--- src/rtl/pipe_pkg.sv ---
// Shared pipeline definitions: fetch FSM encoding, bubble instruction, PC step
// and the IF/ID payload layout.
package pipe_pkg;

  localparam logic [1:0] ST_BOOT  = 2'd0;
  localparam logic [1:0] ST_FETCH = 2'd1;
  localparam logic [1:0] ST_HOLD  = 2'd2;

  localparam logic [31:0] NOP_INSTR = 32'h0000_0000;
  localparam logic [31:0] PC_STEP   = 32'd4;

  typedef struct packed {
    logic [31:0] pc;
    logic [31:0] instr;
    logic        valid;
  } if_id_t;

  function automatic logic [31:0] align_pc(input logic [31:0] pc);
    return pc & ~32'd3;
  endfunction

endpackage

--- src/rtl/if_id_reg.sv ---
// IF/ID pipeline register. Bubble wins over load; with neither it holds.
module if_id_reg
  import pipe_pkg::*;
#(
  parameter logic [31:0] BUBBLE_INSTR = 32'h0000_0000
) (
  input  logic        clk,
  input  logic        rst_n,
  input  logic        load_i,
  input  logic        bubble_i,
  input  logic [31:0] pc_i,
  input  logic [31:0] instr_i,
  output logic [31:0] pc_o,
  output logic [31:0] instr_o,
  output logic        valid_o
);

  if_id_t entry_q;
  if_id_t entry_d;

  always_comb begin
    entry_d = entry_q;
    if (bubble_i) begin
      entry_d = '{pc: 32'd0, instr: BUBBLE_INSTR, valid: 1'b0};
    end else if (load_i) begin
      entry_d = '{pc: pc_i, instr: instr_i, valid: 1'b1};
    end else begin
      entry_d = entry_q;
    end
  end

  always_ff @(posedge clk or negedge rst_n) begin
    if (!rst_n) begin
      entry_q <= '{pc: 32'd0, instr: BUBBLE_INSTR, valid: 1'b0};
    end else begin
      entry_q <= entry_d;
    end
  end

  assign pc_o    = entry_q.pc;
  assign instr_o = entry_q.instr;
  assign valid_o = entry_q.valid;

endmodule

--- src/rtl/fetch_pc_stage.sv ---
// Fetch stage: PC register, instruction-memory request FSM, stall/hold buffer
// and saturating lost-cycle counter, feeding the IF/ID register.
module fetch_pc_stage
  import pipe_pkg::*;
#(
  parameter logic [31:0] RESET_PC  = 32'h0000_0000,
  parameter logic [31:0] NOP_INSTR = pipe_pkg::NOP_INSTR,
  parameter int          CNT_W     = 16
) (
  input  logic             clk,
  input  logic             rst_n,
  input  logic [31:0]      next_pc_i,
  input  logic             redirect_i,
  input  logic             stall_i,
  input  logic [31:0]      imem_rdata_i,
  input  logic             imem_ready_i,
  output logic             imem_req_o,
  output logic [31:0]      imem_addr_o,
  output logic [31:0]      pc_o,
  output logic [31:0]      pc_plus4_o,
  output logic [31:0]      if_id_pc_o,
  output logic [31:0]      if_id_instr_o,
  output logic             if_id_valid_o,
  output logic [CNT_W-1:0] stall_cnt_o
);

  logic [1:0]       state_q, state_d;
  logic [31:0]      pc_q, pc_d;
  logic [31:0]      hold_q, hold_d;
  logic [CNT_W-1:0] cnt_q, cnt_d;
  logic             load_s, bubble_s;
  logic [31:0]      load_instr_s;
  logic [CNT_W-1:0] cnt_inc_s;

  assign cnt_inc_s = (cnt_q == {CNT_W{1'b1}}) ? cnt_q
                                              : cnt_q + {{(CNT_W-1){1'b0}}, 1'b1};

  // Redirect overrides any in-flight data, including a buffered word in HOLD.
  always_comb begin
    state_d      = state_q;
    pc_d         = pc_q;
    hold_d       = hold_q;
    cnt_d        = cnt_q;
    load_s       = 1'b0;
    bubble_s     = 1'b0;
    load_instr_s = imem_rdata_i;
    case (state_q)
      ST_BOOT: begin
        state_d = ST_FETCH;
      end
      ST_FETCH: begin
        if (redirect_i) begin
          pc_d     = align_pc(next_pc_i);
          bubble_s = 1'b1;
          hold_d   = 32'd0;
        end else if (!stall_i && imem_ready_i) begin
          load_s = 1'b1;
          pc_d   = align_pc(next_pc_i);
        end else if (!stall_i) begin
          bubble_s = 1'b1;
          cnt_d    = cnt_inc_s;
        end else if (imem_ready_i) begin
          hold_d  = imem_rdata_i;
          state_d = ST_HOLD;
          cnt_d   = cnt_inc_s;
        end else begin
          cnt_d = cnt_inc_s;
        end
      end
      ST_HOLD: begin
        if (redirect_i) begin
          pc_d     = align_pc(next_pc_i);
          bubble_s = 1'b1;
          hold_d   = 32'd0;
          state_d  = ST_FETCH;
        end else if (stall_i) begin
          cnt_d = cnt_inc_s;
        end else begin
          load_s       = 1'b1;
          load_instr_s = hold_q;
          pc_d         = align_pc(next_pc_i);
          state_d      = ST_FETCH;
        end
      end
      default: begin
        state_d = ST_BOOT;
      end
    endcase
  end

  always_ff @(posedge clk or negedge rst_n) begin
    if (!rst_n) begin
      state_q <= ST_BOOT;
      pc_q    <= align_pc(RESET_PC);
      hold_q  <= 32'd0;
      cnt_q   <= {CNT_W{1'b0}};
    end else begin
      state_q <= state_d;
      pc_q    <= pc_d;
      hold_q  <= hold_d;
      cnt_q   <= cnt_d;
    end
  end

  if_id_reg #(.BUBBLE_INSTR(NOP_INSTR)) u_if_id (
    .clk      (clk),
    .rst_n    (rst_n),
    .load_i   (load_s),
    .bubble_i (bubble_s),
    .pc_i     (pc_q),
    .instr_i  (load_instr_s),
    .pc_o     (if_id_pc_o),
    .instr_o  (if_id_instr_o),
    .valid_o  (if_id_valid_o)
  );

  assign pc_o        = pc_q;
  assign imem_addr_o = pc_q;
  assign pc_plus4_o  = pc_q + PC_STEP;
  assign imem_req_o  = (state_q == ST_FETCH);
  assign stall_cnt_o = cnt_q;

endmodule

--- config.mk ---
export PLATFORM = sky130hd
export DESIGN_NAME = fetch_pc_stage
export DESIGN_NICKNAME = d
export VERILOG_FILES = /design/src/rtl/pipe_pkg.sv /design/src/rtl/if_id_reg.sv /design/src/rtl/fetch_pc_stage.sv
export SDC_FILE = /design/constraint.sdc
export NUM_CORES = 1
export LEC_CHECK = 0
export CAP_MARGIN = 10
export CORE_ASPECT_RATIO = 0.75
export CORE_UTILIZATION = 49
export DETAILED_ROUTE_END_ITERATION = 12
export MAX_ROUTING_LAYER = met4
export PLACE_DENSITY = 0.95
export SYNTH_ARGS = -nofsm -noshare
export SYNTH_HDL_FRONTEND = slang
export SYNTH_SLANG_ARGS = --single-unit
--- constraint.sdc ---
create_clock -name clk -period 6.1 [get_ports clk]
set_input_delay 1.22 -clock clk [delete_from_list [all_inputs] [get_ports clk]]
set_output_delay 1.22 -clock clk [all_outputs]
set_load 0.01 [all_outputs]
==> flow_summary.yaml <==
cells_and_area:
  antennaDiodeCount: 0
  layout-drive-gt1-share_pct: 10.1
  area_delta_synth_final_pct: 41.7
  nets: 916
  fin_util_pct: 71.3
clock_network:
  clockRootBuffer: "clkbuf_16"
  cts_resized: 0
  clk_latency_ns: 0.41
  ctsHoldBuffers: 0
  clkSinkCount: 143
  clk_path_buf_depth: 2
  cts_buffers: 17
  cts_tree: "built"
  clkTransAtPathRegs_ns: 0.06
  postCtsSetupBuffers: 0
  htreeDepth: 4
sta:
  fin_tns_setup_ns: 0
  skew_ns: 0.00490
  setup_viol: 0
  worst_pin_slew_ns: 1.16
  fmax_ghz: 0.231
  drv_slew: 0
  slew_headroom_pct: 22.5
  holdWs_ns: 0.477
  finalCritPeriodShare_pct: 70.9
  rsz0062_at_grt: "false"
  hold_viol: 0
  finalCriticalPeriod_ns: 4.33
yosys:
  ys_ff_latch: 143
  async_flop_share_pct: 100
  synth_top_cell_by_area: "dfrtp_1"
  synthDistinctLibCells: 42
  synthCells: 641
  avgSynthCellArea_sq_um: 10.8
  synth_commonest_cells: "143 x dfrtp_1, 92 x nand2_1, 65 x mux2i_1"
  syn_area_sq_um: 6940
  synth_top_area_share_pct: 51.5
  yosysMostFrequentCell: "dfrtp_1"
  synth_top_cells_by_area: "dfrtp_1 52%, mux2i_1 9.4%, mux2_2 5.4%"
  yosysSeqAreaShare_pct: 51.5
  synthFlopType: "dfrtp_1"
  yosys_warnings: 0
  synth-edff-count: 0
grt:
  globalRouteMet3Util_pct: 6.19
  antenna_found_initial: 0
  grt_max_degree: 96
  track_usage_pct: 26.9
  overflow: 0
  grt_pass1_wl_um: 29400
  gr-usage-met2_pct: 43.6
  grt_pass1_vias: 5699
  grt.busiest_layer: "met2"
  grtUsageMet1_pct: 33.0
run:
  cap_violations: 0
detailed_routing:
  finalWirelength_um: 18400
  wl_per_cell_um: 17.9
  via_count: 5548
  ant_nets: 0
  drtPass1Iterations: 5
  drtIter0Drc: 321
  vias_per_cell: 5.40
  remaining_drc_errors: 0
power_and_ir_drop:
  pwr-share-seq_pct: 31.7
  power.density_nw_per_um2: 540
  power.internal_mw: 3.41
  p_leak_nw: 4.36
  clkPwrFrac_pct: 20.8
  irDropWorstVdd_uv: 395
  comb_power_share_pct: 47.5
  power.switching_mw: 1.90
  swShare_pct: 35.8
floorplan:
  ios: 247
  die_x_um: 139
  start_util_pct: 50.3
  core_sq_um: 13800
  fp-row-count: 37
  fp.dieArea_sq_um: 14700
  die_h_um: 105
worst_setup_path:
  crit_type: "reg2out"
  path_max_fanout: 9
  end_kind: "output port"
  reg2reg_from: "state_q[0]"
  crit_path_start: "imem_addr_o[2]"
  critPathRequiredTime_ns: 4.88
  critPathLaunchType: "flop"
  crit_family: "simple AND/OR/NAND/NOR gates"
  crit_buf_inv: 1
  slowest_stage: "or3_2"
  crit_chain: "ha_1 -> and4_1 -> nand3_1 -> or3_2 -> nand2_1 -> clkdlybuf4s50_1"
  arrival_ns: 3.11
  cpPeakStageDelay_ns: 0.56
place:
  place.gp.congestion: 0.806
  place_hpwl_um: 12500
  io_buffers: 236
min_path:
  hold_start: "u_if_id.instr_o[18]"
  hp-class: "reg2reg"
outcome:
  outcome: "completed"
-- power groups by stage --
| stage | sequential [mW] | clock [mW] | combinational [mW] |
|---|---|---|---|
| after floorplan | 1.72 | 0 | 1.26 |
| after global placement | 1.67 | 0 | 2.45 |
| after detailed placement | 1.69 | 0 | 2.52 |
| after CTS | 1.68 | 1.13 | 2.54 |
| after global routing | 1.74 | 1.17 | 2.69 |
| final | 1.68 | 1.11 | 2.52 |
-- state kept, by name, indices dropped and copies added (netlist names) --
| register | cells |
|---|---|
| state_q | 2 |
| imem_addr_o | 30 |
| stall_cnt_o | 16 |
| hold_q | 32 |
| u_if_id.valid_o | 1 |
| u_if_id.pc_o | 30 |
| u_if_id.instr_o | 32 |
-- final timing paths --
| kind | end | slack, ns | depth (start not counted) |
|---|---|---|---|
| max | pc_plus4_o[16] | 1.77 | 6 |
| min | u_if_id.instr_o[18] | 0.48 | 2 |
| max reg2reg | imem_addr_o[24] | 3.55 | 5 |
| min reg2reg | u_if_id.instr_o[18] | 0.48 | 2 |
| max in group asynchronous | hold_q[1] | 4.02 | 2 |
| min in group asynchronous | u_if_id.pc_o[26] | 0.89 | 1 |
-- routing by layer --
layer  share of wire [%]  wire (um)  up-vias
li1                    -          -     2535
met1                  43       7870     2749
met2                  49       8970      234
met3                 6.5       1190       30
met4                 2.0        363        0
met5                   0          0        -
-- cell families (layout without fill, tap and decap cells) --
logic type / Yosys count / in the layout / share of synthesized area [%]
buffers and inverters: 109 / 314 / 8.23
AND/OR/NAND/NOR: 168 / 168 / 12.1
other: 1 / 8 / 0.0540
adder cells (fa/ha/maj): 7 / 7 / 1.26
AO/OA/AOI/OAI: 74 / 74 / 6.97
XOR/XNOR: 41 / 41 / 5.17
flip-flops: 143 / 143 / 51.5
multiplexers: 98 / 98 / 14.7
-- placed cells by master, fill, tap and decap left out, types with 3 or more instances in the layout --
master and n:
nor2_1 8, and3_1 4, and4_1 4, inv_1 40, bufinv_16 4, conb_1 8, clkinv_2 3, mux2_2 33
nand3_1 13, xor2_1 27, nand2_1 92, xnor2_1 14, clkdlybuf4s50_1 235, nor3_1 16, ha_1 7, clkbuf_16 17
dfrtp_1 143, nor4_1 3, a22o_1 25, mux2i_1 65, nand4_1 8, o21ai_0 39, buf_4 6, nor3b_1 3
-- area by class of cell --
cell class / instances / area [sq um]
Inverter: 40 / 150
Timing Repair Buffer: 242 / 2410
Multi-Input combinational cell: 396 / 2850
Fill cell: 960 / 3960
Sequential cell: 143 / 3580
Clock buffer: 19 / 453
Clock inverter: 13 / 185
Tap cell: 175 / 219
-- stage by stage --
stage | setup slack (ns) | instance area (sq um) | power [mW] | instances
after floorplan | 3.08 | 6970 | 2.98 | 648
after global placement | 2.28 | 9200 | 4.12 | 996
after detailed placement | 2.21 | 9200 | 4.21 | 996
after CTS | 1.75 | 9840 | 5.35 | 1028
after global routing | 1.62 | 9840 | 5.60 | 1028
final | 1.77 | 9840 | 5.31 | 1028
-- worst reg2reg max path: stages (launching register included) --
cell     delay (ns)
dfrtp_1        0.41
inv_1          0.11
ha_1           0.36
a22oi_1        0.19
o21ai_4        0.91
mux2_2         0.44
Note: power is estimated with default switching activity, not from simulation.
